==> src/rtl/exe_pkg.sv <==
// Shared types for the execute-stage bypass: operand history entries and store-buffer entries.
package exe_pkg;

  localparam int unsigned XLEN  = 32;
  localparam int unsigned REG_W = 5;

  typedef struct packed {
    logic             valid;
    logic [REG_W-1:0] rd;
    logic [XLEN-1:0]  data;
  } hist_entry_t;

  typedef struct packed {
    logic [XLEN-1:0] addr;
    logic [XLEN-1:0] data;
  } sb_entry_t;

endpackage

==> src/rtl/exe_store_buf.sv <==
// Circular store buffer with d-cache drain and combinational store-to-load lookup.
// The lookup comparators exist only when EXE_SB_FWD_EN is defined.
module exe_store_buf
  import exe_pkg::*;
#(
  parameter  int unsigned SB_DEPTH = 4,
  localparam int unsigned PTR_W    = $clog2(SB_DEPTH),
  localparam int unsigned CNT_W    = PTR_W + 1
) (
  input  logic             clk,
  input  logic             rst_n,
  input  logic             st_valid_i,
  input  logic [XLEN-1:0]  st_addr_i,
  input  logic [XLEN-1:0]  st_data_i,
  output logic             st_ready_o,
  input  logic             ld_valid_i,
  input  logic [XLEN-1:0]  ld_addr_i,
  output logic             ld_hit_o,
  output logic [XLEN-1:0]  ld_data_o,
  output logic             mem_wvalid_o,
  output logic [XLEN-1:0]  mem_waddr_o,
  output logic [XLEN-1:0]  mem_wdata_o,
  input  logic             mem_wready_i,
  output logic [CNT_W-1:0] sb_count_o
);

  sb_entry_t        sb_q [SB_DEPTH];
  logic [PTR_W-1:0] head_q;
  logic [PTR_W-1:0] tail_q;
  logic [CNT_W-1:0] count_q;
  logic [CNT_W-1:0] count_d;
  logic             push_c;
  logic             pop_c;

  assign st_ready_o   = (count_q < CNT_W'(SB_DEPTH));
  assign push_c       = st_valid_i && st_ready_o;
  assign mem_wvalid_o = (count_q != '0);
  assign pop_c        = mem_wvalid_o && mem_wready_i;
  assign mem_waddr_o  = sb_q[head_q].addr;
  assign mem_wdata_o  = sb_q[head_q].data;
  assign sb_count_o   = count_q;

  // Simultaneous push and pop leave occupancy unchanged.
  always_comb begin
    count_d = count_q;
    if (push_c && !pop_c) begin
      count_d = count_q + CNT_W'(1);
    end else if (pop_c && !push_c) begin
      count_d = count_q - CNT_W'(1);
    end
  end

  always_ff @(posedge clk or negedge rst_n) begin
    if (!rst_n) begin
      head_q  <= '0;
      tail_q  <= '0;
      count_q <= '0;
      for (int unsigned i = 0; i < SB_DEPTH; i++) begin
        sb_q[i] <= '0;
      end
    end else begin
      if (push_c) begin
        sb_q[tail_q] <= '{addr: st_addr_i, data: st_data_i};
        tail_q       <= tail_q + PTR_W'(1);
      end
      if (pop_c) begin
        head_q <= head_q + PTR_W'(1);
      end
      count_q <= count_d;
    end
  end

`ifdef EXE_SB_FWD_EN
  logic             match_c;
  logic [XLEN-1:0]  match_data_c;
  logic [PTR_W-1:0] idx_c;
  logic             ld_lsb_unused;

  // Scan oldest to youngest so later matches override; the accepted store is youngest of all.
  always_comb begin
    match_c      = 1'b0;
    match_data_c = '0;
    idx_c        = head_q;
    for (int unsigned i = 0; i < SB_DEPTH; i++) begin
      idx_c = head_q + PTR_W'(i);
      if ((CNT_W'(i) < count_q) &&
          (sb_q[idx_c].addr[XLEN-1:2] == ld_addr_i[XLEN-1:2])) begin
        match_c      = 1'b1;
        match_data_c = sb_q[idx_c].data;
      end
    end
    if (push_c && (st_addr_i[XLEN-1:2] == ld_addr_i[XLEN-1:2])) begin
      match_c      = 1'b1;
      match_data_c = st_data_i;
    end
  end

  assign ld_hit_o      = rst_n && ld_valid_i && match_c;
  assign ld_data_o     = rst_n ? match_data_c : '0;
  assign ld_lsb_unused = ^ld_addr_i[1:0];
`else
  logic ld_unused;

  assign ld_hit_o  = 1'b0;
  assign ld_data_o = '0;
  assign ld_unused = ^{ld_valid_i, ld_addr_i};
`endif

endmodule

==> src/rtl/exe_bypass.sv <==
// Execute-stage bypass: register operand forwarding from retired-result history plus store buffer.
// Optional store-to-load forwarding is enabled by defining EXE_SB_FWD_EN.
module exe_bypass
  import exe_pkg::*;
#(
  parameter int unsigned XLEN      = exe_pkg::XLEN,
  parameter int unsigned FWD_DEPTH = 2,
  parameter int unsigned SB_DEPTH  = 4
) (
  input  logic                      clk,
  input  logic                      rst,
  input  logic [REG_W-1:0]          rs1,
  input  logic [REG_W-1:0]          rs2,
  input  logic [XLEN-1:0]           data1,
  input  logic [XLEN-1:0]           data2,
  output logic [XLEN-1:0]           fwd_data1,
  output logic [XLEN-1:0]           fwd_data2,
  input  logic                      wb_valid,
  input  logic [REG_W-1:0]          wb_rd,
  input  logic [XLEN-1:0]           wb_data,
  input  logic                      st_valid,
  input  logic [XLEN-1:0]           st_addr,
  input  logic [XLEN-1:0]           st_data,
  output logic                      st_ready,
  input  logic                      ld_valid,
  input  logic [XLEN-1:0]           ld_addr,
  output logic                      ld_hit,
  output logic [XLEN-1:0]           ld_data,
  output logic                      mem_wvalid,
  output logic [XLEN-1:0]           mem_waddr,
  output logic [XLEN-1:0]           mem_wdata,
  input  logic                      mem_wready,
  output logic [$clog2(SB_DEPTH):0] sb_count
);

  // Index 0 is the youngest retired result.
  hist_entry_t hist_q [FWD_DEPTH];
  hist_entry_t hist_d [FWD_DEPTH];

  always_comb begin
    hist_d[0] = '{valid: wb_valid && (wb_rd != '0), rd: wb_rd, data: wb_data};
    for (int unsigned i = 1; i < FWD_DEPTH; i++) begin
      hist_d[i] = hist_q[i-1];
    end
  end

  always_ff @(posedge clk or negedge rst) begin
    if (!rst) begin
      for (int unsigned i = 0; i < FWD_DEPTH; i++) begin
        hist_q[i] <= '0;
      end
    end else begin
      for (int unsigned i = 0; i < FWD_DEPTH; i++) begin
        hist_q[i] <= hist_d[i];
      end
    end
  end

  // Walk oldest to youngest so the youngest matching entry wins; x0 never forwards.
  always_comb begin
    fwd_data1 = data1;
    fwd_data2 = data2;
    for (int i = int'(FWD_DEPTH) - 1; i >= 0; i--) begin
      if (hist_q[i].valid && (rs1 != '0) && (hist_q[i].rd == rs1)) begin
        fwd_data1 = hist_q[i].data;
      end
      if (hist_q[i].valid && (rs2 != '0) && (hist_q[i].rd == rs2)) begin
        fwd_data2 = hist_q[i].data;
      end
    end
  end

  exe_store_buf #(
    .SB_DEPTH (SB_DEPTH)
  ) u_store_buf (
    .clk          (clk),
    .rst_n        (rst),
    .st_valid_i   (st_valid),
    .st_addr_i    (st_addr),
    .st_data_i    (st_data),
    .st_ready_o   (st_ready),
    .ld_valid_i   (ld_valid),
    .ld_addr_i    (ld_addr),
    .ld_hit_o     (ld_hit),
    .ld_data_o    (ld_data),
    .mem_wvalid_o (mem_wvalid),
    .mem_waddr_o  (mem_waddr),
    .mem_wdata_o  (mem_wdata),
    .mem_wready_i (mem_wready),
    .sb_count_o   (sb_count)
  );

endmodule

==> config.mk <==
export PLATFORM = sky130hd
export DESIGN_NAME = exe_bypass
export DESIGN_NICKNAME = d
export VERILOG_FILES = /design/src/rtl/exe_pkg.sv /design/src/rtl/exe_store_buf.sv /design/src/rtl/exe_bypass.sv
export SDC_FILE = /design/constraint.sdc
export NUM_CORES = 1
export LEC_CHECK = 0
export ABC_AREA = 0
export BUFFER_PORTS_ARGS = -buffer_cell sky130_fd_sc_hd__buf_2
export CORE_MARGIN = 10
export CORE_UTILIZATION = 54
export CTS_CLUSTER_DIAMETER = 40
export DETAILED_ROUTE_END_ITERATION = 8
export PLACE_DENSITY = 0.81
export SYNTH_ARGS = -nofsm -noshare
export SYNTH_HDL_FRONTEND = slang
export SYNTH_SLANG_ARGS = --single-unit
==> constraint.sdc <==
create_clock -name clk -period 3.1 [get_ports clk]
set_input_delay 0.155 -clock clk [delete_from_list [all_inputs] [get_ports clk]]
set_output_delay 0.155 -clock clk [all_outputs]
set_load 0.05 [all_outputs]
==> results.md <==
* Vias in the first global route at between 10k and 15k
* Die height at about 190 um
* Register area at ~8500 um^2
* Final WL at between 40,000 and 50,000 um
* NetSw at 0.00893 W
* Max-Cap Viols at 0
* Clock tree sinks at approximately 340
* Fillers at approximately 1.8k
* Max Slew Vio Count at 0
* Critical Path Fanout Max at 17
* Clk Latency, worst-skew pair at between 0.5 and 0.6 ns
* Worst hold slack at 0.133 ns
* Fmax at 0.350 GHz
* Worst path slowest cell: o211a_1
* FF-to-FF path depth at 8
* Crit path DAT at roughly 2.7 ns
* Min cycle time layout at approximately 2.9 ns
* Actual slew at the worst max-slew pin at just over 1 ns
* Startpoint Class: flop
* Clk network pwr share at between 20% and 30%
* Critical path class: reg2out
* Setup violations, final at 0
* Critical path depth at 6
* Number of synthesized register bits at roughly 340
* Routing usage on met1 at between 20% and 30%
* Area delta synth->final at 29.0%
* Via count at between 10k and 15k
* Cells after synthesis at 1,098
* Vias/cell at 5.82
* Largest net degree at the start of global routing at 82
* Status: finished, final reports clean
* Reg clk slew, reported paths at roughly 0.060 ns
* Std-Cell Rows at slightly above 60
* Worst Hold Class: in2reg
* Total negative slack at 0 ns
* Longest Clk Path Bufs at 3
* Hold depth at 4
* Clk_skew at roughly 0.030 ns
* Ports at between 300 and 400
* Sequential fraction of the synthesis area at roughly 55%
* Clock H-tree levels at 2
* P_leak at ~9 nW
* Final HPWL DP at 29,000 um
* Initial DRC count at between 800 and 900
* First-pass GRT wire length at 69,000 um
* Final core utilization at 71.0%
* Root Buffer: clkbuf_16
* Register share of total power at between 30% and 40%
* Switching Share at about two fifths
* Met2 Resource Use GR at 42.1%
* Avg WL per Cell at 22.6 um
* Worst path top cell family by delay: compound AO/OA/AOI/OAI gates
* Cell area after synthesis at 15,400 um^2
* Design Area, Final at 19,800 um^2
* CTS tree: done
* Multi-input gate area at ~6400 um^2
* Yosys warns at 0
* GR Util All Layers at 24.0%
* Routability cong. at roughly 0.94
* Synth cell types at 32
* Pre-antenna DRT Iters at 5
* Critical path required time at 2.94 ns
* P_int at 0.0132 W
* Fin nets at roughly 1.7k
* Max stage delay on crit path at between 0.4 and 0.5 ns
* Placed Area at roughly 17,000 um^2
* Maximum VDD drop at around 1.2 mV
* Buf/Inv on CP at 2
* Die area at between 30,000 and 40,000 um^2
* RSZ-0062 raised after global routing: no
* Layer with the highest usage: met2
* CORE AREA at ~28,000 um^2
* Met3 usage at under 10%
* Overflow after GRT at 0
* Mean area per synthesized cell at 14.0 um^2
* Comb pwr share at 44.2%
* Fin. Hold Viols at 0
* Drc violations at 0
* Total power at ~0.022 W
* Layout cells sized above 1 at 49.2%
* Crit. End Element: output pin
* PwrDens at ~1100 nW/um^2
* Initial core utilization at 55.0%
* Crit-path cells: xnor2_1, o211a_1, buf_4, nand3_1, a31oi_1, buf_2
* Initial antenna violation count at 2
* CTS buffer count at 42
* # port buffers at about 310
* Period Utilization, post-route at between 90% and 100%
* Routed Antenna Nets at 0
* Slew HR at 30.7%
* Die Width at roughly 190 um
per-layer routing:
metal	routed length, um	vias up
li1	-	4878
met1	16000	5605
met2	22400	612
met3	3740	106
met4	1320	0
met5	0	-
placed cells by master (no fill, tap or decap), types with 2 or more instances in the layout:
| cell | synthesis | layout |
|---|---|---|
| nor3_1 | 64 | 64 |
| clkbuf_8 | 0 | 6 |
| o211a_1 | 2 | 2 |
| clkinvlp_4 | 0 | 2 |
| nand2_2 | 0 | 4 |
| buf_12 | 0 | 6 |
| dlygate4sd3_1 | 0 | 104 |
| o211ai_2 | 4 | 4 |
| xor2_1 | 7 | 7 |
| nand3_1 | 65 | 65 |
| mux2_2 | 257 | 257 |
| diode_2 | 0 | 2 |
| a31oi_1 | 64 | 64 |
| dfrtp_1 | 339 | 337 |
| or4_4 | 2 | 2 |
| ha_1 | 5 | 5 |
| xnor2_1 | 19 | 19 |
| buf_4 | 39 | 34 |
| nand4_1 | 2 | 2 |
| clkbuf_16 | 0 | 42 |
| inv_1 | 4 | 4 |
| mux4_2 | 64 | 64 |
| o21ai_0 | 57 | 57 |
| nand2_1 | 6 | 2 |
| or4b_4 | 0 | 2 |
| conb_1 | 1 | 33 |
| buf_2 | 40 | 311 |
| or2_1 | 2 | 2 |
| bufinv_16 | 0 | 5 |
| clkbuf_1 | 29 | 4 |
| nor4b_4 | 0 | 2 |
| clkinv_2 | 0 | 6 |
| o21ai_1 | 8 | 8 |
| inv_6 | 0 | 5 |
through the flow:
stage                     instances  setup slack, ns
after floorplan                1130            0.584
after global placement         1741            0.587
after detailed placement       1741            0.538
after CTS                      1919           0.0156
after global routing           1924           0.0889
final                          1924            0.242
cell type report:
class                           count  area share (%)
Sequential cell                   339            42.8
Multi-Input combinational cell    671            32.3
Timing Repair Buffer              456            15.1
Clock buffer                       52            5.79
Tap cell                          378            2.39
Clock inverter                     22            1.58
Inverter                            4          0.0757
Antenna cell                        2          0.0252
Yosys cell counts:
cell / count / area (um^2)
a31oi_1: 64 / 400
or4_1: 1 / 7.51
mux2_2: 257 / 2890
dfrtp_1: 339 / 8480
nor3_1: 64 / 320
or4b_1: 2 / 20.0
o21a_1: 1 / 7.51
nand4_1: 2 / 12.5
o21ai_1: 8 / 40.0
nor2b_1: 1 / 6.26
nand2_1: 6 / 22.5
conb_1: 1 / 3.75
or2_1: 2 / 12.5
or3_1: 1 / 6.26
clkbuf_1: 29 / 109
xnor2_1: 19 / 166
buf_4: 39 / 293
nor4b_2: 2 / 30.0
buf_1: 4 / 15.0
xor2_1: 7 / 61.3
mux4_2: 64 / 1440
o211ai_2: 4 / 50.1
ha_1: 5 / 62.6
o211a_1: 2 / 20.0
nor2_1: 1 / 3.75
buf_2: 40 / 200
nand3_1: 65 / 325
clkbuf_2: 4 / 20.0
o21ai_0: 57 / 285
fa_1: 1 / 20.0
or4_4: 2 / 22.5
inv_1: 4 / 15.0
power groups by stage:
stage | logic [W] | registers, W | clock network, W
3_5_place_dp | 0.00966 | 0.00734 | 0
6_report | 0.00978 | 0.00734 | 0.00501
5_1_grt | 0.0103 | 0.00753 | 0.00530
2_1_floorplan | 0.00775 | 0.00691 | 0
4_1_cts | 0.00982 | 0.00729 | 0.00509
3_3_place_gp | 0.00945 | 0.00717 | 0
kinds of logic after synthesis:
logic type	Yosys count	share of synthesized area [%]
xor+xnor	26	1.48
other cells	1	0.0244
mux	321	28.2
flops	339	55.2
compound gates	136	5.22
fa+ha+maj	6	0.537
buf+inv	120	4.24
simple gates	149	5.13
worst paths after layout:
| path | start | to | slack, ns |
|---|---|---|---|
| worst max-delay path | hist_q[32] | fwd_data1[15] | 0.24 |
| worst min-delay path | st_valid | u_store_buf.tail_q[0] | 0.13 |
| worst max register to register | u_store_buf.sb_count_o[0] | u_store_buf.sb_count_o[2] | 0.84 |
| worst min register to register | hist_d[0] | hist_q[0] | 0.40 |
| max in group asynchronous | rst | u_store_buf.sb_q[213] | 1.91 |
| min in group asynchronous | rst | u_store_buf.sb_q[88] | 0.19 |
state kept, by name, indices dropped and copies added (netlist names):
signal,flops
u_store_buf.tail_q,2
u_store_buf.head_q,2
u_store_buf.sb_count_o,3
u_store_buf.sb_q,256
hist_q,38
hist_d,38
repair_timing:
item | in CTS | in global routing
pin swaps | 0 | 1
endpoints found under the hold margin | 370 | 0
setup endpoints to repair | 1 | 14
gates resized for setup | 1 | 1
hold buffers | 104 | 0
buffers inserted | 0 | 3
tightest hold or removal path, cell delays in order:
cell and delay [ns]:
buf_2 0.07, nor2b_1 0.13, buf_4 0.20, xnor2_1 0.08
No activity file was read; power rests on OpenSTA's default activity.
